<file path="config.mk">
export PLATFORM = sky130hd
export DESIGN_NAME = pipeline_debug_ctrl
export DESIGN_NICKNAME = d
export VERILOG_FILES = /design/src/rtl/pipeline_debug_ctrl_pkg.sv /design/src/rtl/pipeline_debug_ctrl_step_down_counter.sv /design/src/rtl/pipeline_debug_ctrl.sv
export SDC_FILE = /design/constraint.sdc
export NUM_CORES = 1
export LEC_CHECK = 0
export CORE_UTILIZATION = 64
export DETAILED_ROUTE_END_ITERATION = 12
export DONT_BUFFER_PORTS = 1
export PLACE_DENSITY = 0.8
export SLEW_MARGIN = 20
export SYNTH_ARGS = -nofsm -noshare
export SYNTH_HDL_FRONTEND = slang
export SYNTH_HIERARCHICAL = 1
export SYNTH_SLANG_ARGS = --single-unit
</file>
<file path="constraint.sdc">
create_clock -name clk_i -period 2.7 [get_ports clk_i]
set_input_delay 0.405 -clock clk_i [delete_from_list [all_inputs] [get_ports clk_i]]
set_output_delay 0.405 -clock clk_i [all_outputs]
set_load 0.02 [all_outputs]
</file>
<file path="src/rtl/pipeline_debug_ctrl_pkg.sv">
// Shared definitions for the pipeline debug sequencer: host command
// encodings, sequencer states and small state-decode helpers.
package pipeline_debug_ctrl_pkg;

    localparam logic [1:0] OP_RUN   = 2'b00;
    localparam logic [1:0] OP_STEP  = 2'b01;
    localparam logic [1:0] OP_HALT  = 2'b10;
    localparam logic [1:0] OP_CLEAR = 2'b11;

    typedef enum logic [1:0] {
        ST_IDLE = 2'b00,
        ST_RUN  = 2'b01,
        ST_STEP = 2'b10,
        ST_END  = 2'b11
    } state_e;

    // The pipeline is frozen whenever the sequencer is not executing.
    function automatic logic stateStops(input state_e s);
        return (s == ST_IDLE) || (s == ST_END);
    endfunction

    function automatic logic stateBusy(input state_e s);
        return (s == ST_RUN) || (s == ST_STEP);
    endfunction

endpackage

</file>
<file path="src/rtl/pipeline_debug_ctrl_step_down_counter.sv">
// Step budget counter: loaded on STEP acceptance, counts down once per
// stepped cycle and flags the final cycle of the step.
module step_down_counter #(
    parameter int STEP_W = 16
) (
    input  logic              clk_i,
    input  logic              rst_ni,
    input  logic              load_i,
    input  logic [STEP_W-1:0] load_val_i,
    input  logic              en_i,
    output logic              is_one_o
);

    logic [STEP_W-1:0] count_q;

    // Load takes priority; decrement stops at zero so the counter never wraps.
    always_ff @(posedge clk_i or negedge rst_ni) begin
        if (!rst_ni) begin
            count_q <= '0;
        end else if (load_i) begin
            count_q <= load_val_i;
        end else if (en_i && (count_q != '0)) begin
            count_q <= count_q - STEP_W'(1);
        end
    end

    assign is_one_o = (count_q == STEP_W'(1));

endmodule

</file>
<file path="src/rtl/pipeline_debug_ctrl.sv">
// Run/step/halt sequencer driving the shared stop_debug freeze line of the
// 5-stage pipeline, with an executed-cycle counter and end-of-program latch.
module pipeline_debug_ctrl
    import pipeline_debug_ctrl_pkg::*;
#(
    parameter int STEP_W = 16,
    parameter int CYC_W  = 32
) (
    input  logic              clk_i,
    input  logic              rst_ni,
    input  logic              cmd_valid_i,
    input  logic [1:0]        cmd_op_i,
    input  logic [STEP_W-1:0] cmd_count_i,
    output logic              cmd_ready_o,
    input  logic              halt_retired_i,
    output logic              stop_debug_o,
    output logic              busy_o,
    output logic              step_done_o,
    output logic              prog_end_o,
    output logic              cmd_err_o,
    output logic [CYC_W-1:0]  cycle_count_o
);

    state_e            state_q, state_d;
    logic              stop_q, busy_q, stepDone_q, progEnd_q, cmdErr_q;
    logic              stepDone_d, progEnd_d, cmdErr_d;
    logic [CYC_W-1:0]  cycleCount_q, cycleCount_d;
    logic              cmdAccept, stepLoad, stepIsOne, cycleClear;
    logic [STEP_W-1:0] stepLoadVal;

    // Commands are always accepted once out of reset; illegal ones are dropped with cmd_err.
    assign cmd_ready_o = rst_ni;
    assign cmdAccept   = cmd_valid_i & cmd_ready_o;

    // A zero step count still steps one cycle.
    assign stepLoad    = cmdAccept && (state_q == ST_IDLE) && (cmd_op_i == OP_STEP);
    assign stepLoadVal = (cmd_count_i == '0) ? STEP_W'(1) : cmd_count_i;
    assign cycleClear  = cmdAccept && (cmd_op_i == OP_CLEAR) &&
                         ((state_q == ST_IDLE) || (state_q == ST_END));

    step_down_counter #(
        .STEP_W (STEP_W)
    ) u_step_cnt (
        .clk_i      (clk_i),
        .rst_ni     (rst_ni),
        .load_i     (stepLoad),
        .load_val_i (stepLoadVal),
        .en_i       (state_q == ST_STEP),
        .is_one_o   (stepIsOne)
    );

    // Next-state decode; a retiring HALT instruction outranks any command or final step.
    always_comb begin
        state_d    = state_q;
        stepDone_d = 1'b0;
        cmdErr_d   = 1'b0;
        progEnd_d  = progEnd_q;
        case (state_q)
            ST_IDLE: begin
                if (cmdAccept) begin
                    if (cmd_op_i == OP_RUN) begin
                        state_d = ST_RUN;
                    end else if (cmd_op_i == OP_STEP) begin
                        state_d = ST_STEP;
                    end
                end
            end
            ST_RUN: begin
                if (halt_retired_i) begin
                    state_d   = ST_END;
                    progEnd_d = 1'b1;
                end else if (cmdAccept) begin
                    if (cmd_op_i == OP_HALT) begin
                        state_d = ST_IDLE;
                    end else begin
                        cmdErr_d = 1'b1;
                    end
                end
            end
            ST_STEP: begin
                if (halt_retired_i) begin
                    state_d   = ST_END;
                    progEnd_d = 1'b1;
                end else if (cmdAccept && (cmd_op_i == OP_HALT)) begin
                    state_d = ST_IDLE;
                end else begin
                    if (cmdAccept) begin
                        cmdErr_d = 1'b1;
                    end
                    if (stepIsOne) begin
                        state_d    = ST_IDLE;
                        stepDone_d = 1'b1;
                    end
                end
            end
            ST_END: begin
                if (cmdAccept) begin
                    if (cmd_op_i == OP_CLEAR) begin
                        state_d   = ST_IDLE;
                        progEnd_d = 1'b0;
                    end else if (cmd_op_i != OP_HALT) begin
                        cmdErr_d = 1'b1;
                    end
                end
            end
            default: state_d = ST_IDLE;
        endcase
    end

    // Sequencer register; outputs are decoded from the next state so stop_debug only moves at posedge.
    always_ff @(posedge clk_i or negedge rst_ni) begin
        if (!rst_ni) begin
            state_q    <= ST_IDLE;
            stop_q     <= 1'b1;
            busy_q     <= 1'b0;
            stepDone_q <= 1'b0;
            progEnd_q  <= 1'b0;
            cmdErr_q   <= 1'b0;
        end else begin
            state_q    <= state_d;
            stop_q     <= stateStops(state_d);
            busy_q     <= stateBusy(state_d);
            stepDone_q <= stepDone_d;
            progEnd_q  <= progEnd_d;
            cmdErr_q   <= cmdErr_d;
        end
    end

    // Executed cycles are those where the registered freeze line was low; the count saturates.
    always_comb begin
        cycleCount_d = cycleCount_q;
        if (cycleClear) begin
            cycleCount_d = '0;
        end else if (!stop_q && (cycleCount_q != '1)) begin
            cycleCount_d = cycleCount_q + CYC_W'(1);
        end
    end

    // Cycle counter register.
    always_ff @(posedge clk_i or negedge rst_ni) begin
        if (!rst_ni) begin
            cycleCount_q <= '0;
        end else begin
            cycleCount_q <= cycleCount_d;
        end
    end

    assign stop_debug_o  = stop_q;
    assign busy_o        = busy_q;
    assign step_done_o   = stepDone_q;
    assign prog_end_o    = progEnd_q;
    assign cmd_err_o     = cmdErr_q;
    assign cycle_count_o = cycleCount_q;

endmodule

</file>
==> flow_summary.json, run 1 <==
{
  "status": "finished clean",
  "synthArstFlopShare": 1.00,
  "rows": 26,
  "instances_no_fill": 458,
  "clock_skew_ns": 0.00967,
  "place_ws_ns": 0.140,
  "ioPinCount": 60,
  "ys_seq_area_frac": 0.387,
  "grt_setup_unrepaired": "no",
  "grt_use_total": 0.296,
  "cts-buffers-inserted": 5,
  "die_y_um": 76.6,
  "cts_setup_buffers": 0,
  "yosys-top-cells-count": "dfrtp_1, nor2_1, nand2_1",
  "cts_max_level": 2,
  "die-area_um2": 5870,
  "crit_fanout": 6,
  "hold_slack_ns": 0.213,
  "slowest_delay_ns": 0.59,
  "dp_hpwl_um": 5660,
  "p_per_area_nw_per_um2": 853,
  "wl_per_cell_um": 17.7,
  "tightest_slew_ns": 0.742,
  "yosysMostFrequentCell": "dfrtp_1",
  "core_um2": 5240,
  "area_growth_pct": 5.41,
  "root_buffer": "clkbuf_8",
  "yosys_warnings": 6,
  "gr-total-overflow": 0,
  "route.detailed.drc": 0,
  "routed_via_density": 6.75,
  "drive_above_1_share": 0.129,
  "first_iter_violations": 261,
  "hold_class": "primary input to flop",
  "hold_viol_final": 0,
  "tns_ns": 0,
  "dieWidth_um": 76.6,
  "critical_path_class": "flop to flop",
  "cp.arrival_ns": 2.73,
  "fin_crit_ns": 2.50,
  "ant_nets": 0,
  "finalSetupViolations": 0,
  "clk_path_buf_depth": 2,
  "fmax_ghz": 0.400,
  "syn_nets": 427,
  "critical_path.cell_chain": "or4_1, or3_4, nor2_1, nand2b_1, a221oi_1, a21oi_1, o221ai_2, xor2_1",
  "synthCells": 397,
  "cts.clk_slew.worst_paths_ns": 0.09,
  "fillers": 395,
  "synth.area.top_cells": "dfrtp_1, nor2_1, nand2_1",
  "placed_cells": 448,
  "fin_area_um2": 3760,
  "drv_cap": 0,
  "grt_pass1_vias": 3000,
  "vias": 3090,
  "grt_pass1_wl_um": 13900,
  "nets": 417,
  "synth_top_area_frac": 0.379,
  "fin_crit_sh": 0.925,
  "end_kind": "flop",
  "gp_congestion": 0.824,
  "crit_path_start_kind": "flop",
  "slew-limit-headroom": 0.502,
  "routed_wl_um": 8110,
  "drv_slew": 0,
  "synth.avg_cell_area_um2": 8.98,
  "worst_slack_ns": 0.203,
  "ys.flop_type": "dfrtp_1",
  "cts_tree": "yes",
  "p_leak_uw": 0.00146,
  "drt-pass1-iter-count": 4,
  "synth_edf_count": 0,
  "start_util": 0.680,
  "synthesis.area_um2": 3560,
  "placed_area_um2": 3600,
  "clk_latency_ns": 0.31,
  "io_buffers": 0,
  "ys_types": 69,
  "ir_drop_v": 0.000416,
  "antenna_found_initial": 1,
  "required_ns": 2.94,
  "worst_path_max_delay_cell": "or4_1",
  "clkSinkCount": 55,
  "ys_ff_latch": 55,
  "synth_top_area_cell": "dfrtp_1",
  "grt_max_degree": 56
}
-- power by group --
part / switching (uW) / internal (uW) / total, uW
combinational: 521 / 433 / 954
clock: 261 / 272 / 533
sequential: 608 / 1110 / 1720
total: 1390 / 1810 / 3200
-- logic make-up after synthesis --
group / count (synthesis) / share of synthesized area
buffers and inverters: 45 / 0.0548
AO/OA/AOI/OAI: 87 / 0.197
AND/OR/NAND/NOR: 183 / 0.287
flip-flops: 55 / 0.387
multiplexers: 1 / 0.00281
XOR/XNOR: 18 / 0.0442
adder cells (fa/ha/maj): 8 / 0.0281
-- state kept, by name, indices dropped and copies added, names as in the netlist --
register / count
prog_end_o: 1
busy_o: 1
cycle_count_o: 32
state_q: 2
cmd_err_o: 1
step_done_o: 1
u_step_cnt/count_q: 16
stop_debug_o: 1
-- metal layers --
metal	part of all wire	vias up	wire [um]	track usage
met1	0.40	1488	3240	0.346
li1	-	1448	-	-
met2	0.50	137	4060	0.505
met3	0.069	17	562	0.0766
met5	0	-	0	0
met4	0.030	0	246	0.137
-- worst max-delay path, delay by kind of cell (launching register included) --
family | cells | cell delay, ns
XOR/XNOR | 1 | 0.18
AO/OA/AOI/OAI | 3 | 0.64
AND/OR/NAND/NOR | 4 | 1.17
flip-flops | 1 | 0.44
-- cells in the final DEF (no fill, tap or decap), types with 4 or more instances in the layout --
master / count
o21ai_1: 6
clkbuf_8: 5
a41o_1: 6
dfrtp_1: 54
ha_1: 8
or4_1: 4
inv_1: 16
o21ai_0: 13
xor2_1: 4
nor4_1: 6
or4_4: 5
nand2_1: 33
buf_4: 10
and3_1: 9
a21oi_1: 16
xnor2_1: 14
nor2_1: 51
nor3_1: 9
nand4_1: 13
a31oi_1: 13
nand3_1: 15
or3_1: 9
-- worst paths after layout --
path                                                    startpoint                                end  slack (ns)  cells after the start
worst max-delay path            u_step_cnt/count_q[11]$_DFFE_PN0P_                   busy_o$_DFF_PN0_        0.20                      8
worst min-delay path                                   cmd_op_i[1]                cmd_err_o$_DFF_PN0_        0.21                      1
worst max register to register  u_step_cnt/count_q[11]$_DFFE_PN0P_                   busy_o$_DFF_PN0_        0.20                      8
worst min register to register   u_step_cnt/count_q[4]$_DFFE_PN0P_  u_step_cnt/count_q[4]$_DFFE_PN0P_        0.58                      1
max in group asynchronous                                   rst_ni             stop_debug_o$_DFF_PN1_        1.79                      2
min in group asynchronous                                   rst_ni      cycle_count_o[27]$_DFFE_PN0P_        0.61                      2
-- layout make-up --
class	count	area, um^2	share of cell area
multi-input combinational	297	2010	0.536
sequential	55	1380	0.367
timing repair buffer	12	113	0.0300
tap	70	87.6	0.0233
clock buffer	6	72.6	0.0193
inverter	16	60.1	0.0160
clock inverter	1	30.0	0.00799
antenna	1	2.50	0.000666
-- repair_timing --
action,CTS,global route
hold endpoints to repair,55,0
endpoints found under the setup margin,0,1
gates resized for setup,0,2
hold buffers,2,0
-- stage by stage --
stage,utilization,power (uW)
4_1_cts,0.715,3190
3_5_place_dp,0.688,2630
6_report,0.717,3200
5_1_grt,0.717,3430
2_1_floorplan,-,2360
3_3_place_gp,0.688,2580
No activity file was read; power rests on OpenSTA's default activity.
==> inputs of run 2 (changes only) <==
--- a/config.mk
+++ b/config.mk
@@ -5,10 +5,9 @@
 export SDC_FILE = /design/constraint.sdc
 export NUM_CORES = 1
 export LEC_CHECK = 0
-export CORE_UTILIZATION = 64
+export CORE_UTILIZATION = 34
 export DETAILED_ROUTE_END_ITERATION = 12
 export DONT_BUFFER_PORTS = 1
-export PLACE_DENSITY = 0.8
 export SLEW_MARGIN = 20
 export SYNTH_ARGS = -nofsm -noshare
 export SYNTH_HDL_FRONTEND = slang
==> run 2 against run 1 <==
Setup slack got worse by 0.026 ns. Sequential share of layout area decreased by 1.2 points. Count of clock-buffer cells in the layout decreased by 1. Utilization decreased by 34 points. Wire length increased by 7.5%. Final area increased by 3.3%. Largest power group unchanged. Via count decreased by 0.68%. Critical path type unchanged.
==> flow_summary.json, run 2 (synthesis gave the netlist of run 1 again) <==
{
  "largest_reg_flops": 32,
  "hold_path_end": "cmd_err_o$_DFF_PN0_",
  "grt_max_degree": 56,
  "gr-total-overflow": 0,
  "cts_tree": "yes",
  "clk_latency_ns": 0.31,
  "die_y_um": 104,
  "clk_path_buf_depth": 2,
  "min_delay_path_depth": 1,
  "end_kind": "flop",
  "fmax_ghz": 0.396,
  "fin_crit_sh": 0.935,
  "p_int_uw": 1820,
  "tightest_slew_ns": 0.730,
  "p_leak_uw": 0.00149,
  "drt-pass1-iter-count": 4,
  "start_util": 0.348,
  "layout_common_cells": "dfrtp_1, nor2_1, nand2_1",
  "sequentialPowerShare": 0.521,
  "dieWidth_um": 104,
  "grt_setup_unrepaired": "no",
  "wl_per_cell_um": 16.5,
  "cp.arrival_ns": 2.75,
  "critical_path.cell_chain": "or4_1, or3_4, nor2_1, nand2b_1, a221oi_1, a21oi_1, o221ai_1, xnor2_1",
  "tns_ns": 0,
  "regArea_um2": 1380,
  "vias": 3069,
  "cts_max_level": 2,
  "hold_class": "primary input to flop",
  "p_clk_frac": 0.170,
  "antenna_cells": 0,
  "p_comb_frac": 0.309,
  "cts.clk_slew.worst_paths_ns": 0.10,
  "cts-buffers-inserted": 5,
  "root_buffer": "clkbuf_8",
  "first_iter_violations": 165,
  "crit_fanout": 6,
  "fin_crit_ns": 2.52,
  "grt_use_total": 0.165,
  "io_buffers": 0,
  "crit_path_start_kind": "flop",
  "critical_path_class": "flop to flop",
  "required_ns": 2.93,
  "area_growth_pct": 8.85,
  "ir_drop_v": 0.000394,
  "core_um2": 10200,
  "placed_area_um2": 3730,
  "drv_slew": 0,
  "worstHoldStart": "cmd_op_i[1]",
  "clock_skew_ns": 0.0104,
  "p_sw_uw": 1420,
  "ant_nets": 0,
  "hold_slack_ns": 0.211,
  "slew-limit-headroom": 0.511,
  "rr_endpoint": "stop_debug_o$_DFF_PN1_",
  "routed_wl_um": 8720,
  "grt_pass1_vias": 3055,
  "dp_hpwl_um": 6330,
  "r2r_cells": 8,
  "r2r_start": "u_step_cnt/count_q[11]$_DFFE_PN0P_",
  "worst_slack_ns": 0.177,
  "multi_input_area_um2": 2010,
  "drive_above_1_share": 0.142,
  "finalSetupViolations": 0,
  "grt_pass1_wl_um": 14800,
  "power_uw": 3250,
  "status": "finished clean",
  "ioPinCount": 60,
  "fin_area_um2": 3880,
  "hold_viol_final": 0,
  "clkSinkCount": 55,
  "place_ws_ns": 0.174,
  "fillers": 1036,
  "rows": 37,
  "gp_congestion": 0.844,
  "routed_via_density": 5.80,
  "worst_path_max_delay_cell": "or4_1",
  "final_common_cell": "dfrtp_1",
  "drv_cap": 0,
  "nets": 423,
  "route.detailed.drc": 0,
  "slowest_delay_ns": 0.59,
  "antenna_found_initial": 0,
  "die-area_um2": 10900,
  "regToRegSetupSlack_ns": 0.18,
  "p_per_area_nw_per_um2": 837,
  "switching_share": 0.438
}
## run 2: worst max-delay path by stage
stage	from	endpoint	slack [ns]	depth (start not counted)
floorplan	u_step_cnt/count_q[6]$_DFFE_PN0P_	busy_o$_DFF_PN0_	0.22	9
global placement	u_step_cnt/count_q[11]$_DFFE_PN0P_	busy_o$_DFF_PN0_	0.25	8
CTS	u_step_cnt/count_q[11]$_DFFE_PN0P_	busy_o$_DFF_PN0_	0.18	8
global route	u_step_cnt/count_q[11]$_DFFE_PN0P_	busy_o$_DFF_PN0_	0.03	8
detailed placement	u_step_cnt/count_q[11]$_DFFE_PN0P_	busy_o$_DFF_PN0_	0.17	8
finish	u_step_cnt/count_q[11]$_DFFE_PN0P_	stop_debug_o$_DFF_PN1_	0.18	8
## run 2: final cells by class
class,count,share of cell area
repair buffers,18,0.0406
clock inverters,2,0.00968
inverters,16,0.0155
flip-flops and latches,55,0.355
well taps,136,0.0439
clock buffers,5,0.0177
multi-input cells,297,0.517
## run 2: stage by stage
| step | cells | util |
|---|---|---|
| floorplan | 397 | - |
| global placement | 520 | 0.365 |
| detailed placement | 520 | 0.365 |
| CTS | 529 | 0.379 |
| global route | 529 | 0.379 |
| finish | 529 | 0.379 |
## run 2: routing by layer
metal	part of all wire	track usage
met5	0	0
met4	0.015	0.0449
met3	0.064	0.0363
met2	0.49	0.286
met1	0.43	0.204
## run 2: repair_timing
action,CTS,global route
resized for setup,0,1
endpoints found under the setup margin,0,1
hold buffers,2,0
endpoints found under the hold margin,55,0
setup buffers,0,0
## run 2: power by group through the flow
| stage | Clock [uW] | Combinational, uW | Sequential, uW |
|---|---|---|---|
| 2_1_floorplan | 0 | 731 | 1630 |
| 4_1_cts | 566 | 997 | 1690 |
| 3_5_place_dp | 0 | 972 | 1700 |
| 3_3_place_gp | 0 | 945 | 1690 |
| 5_1_grt | 593 | 1140 | 1750 |
| 6_report | 551 | 1000 | 1690 |
## run 2: worst max-delay path, delay by kind of cell (launching register included)
kind            cells  cell delay, ns
flops               1            0.44
compound gates      3            0.69
simple gates        4            1.16
xor+xnor            1            0.17
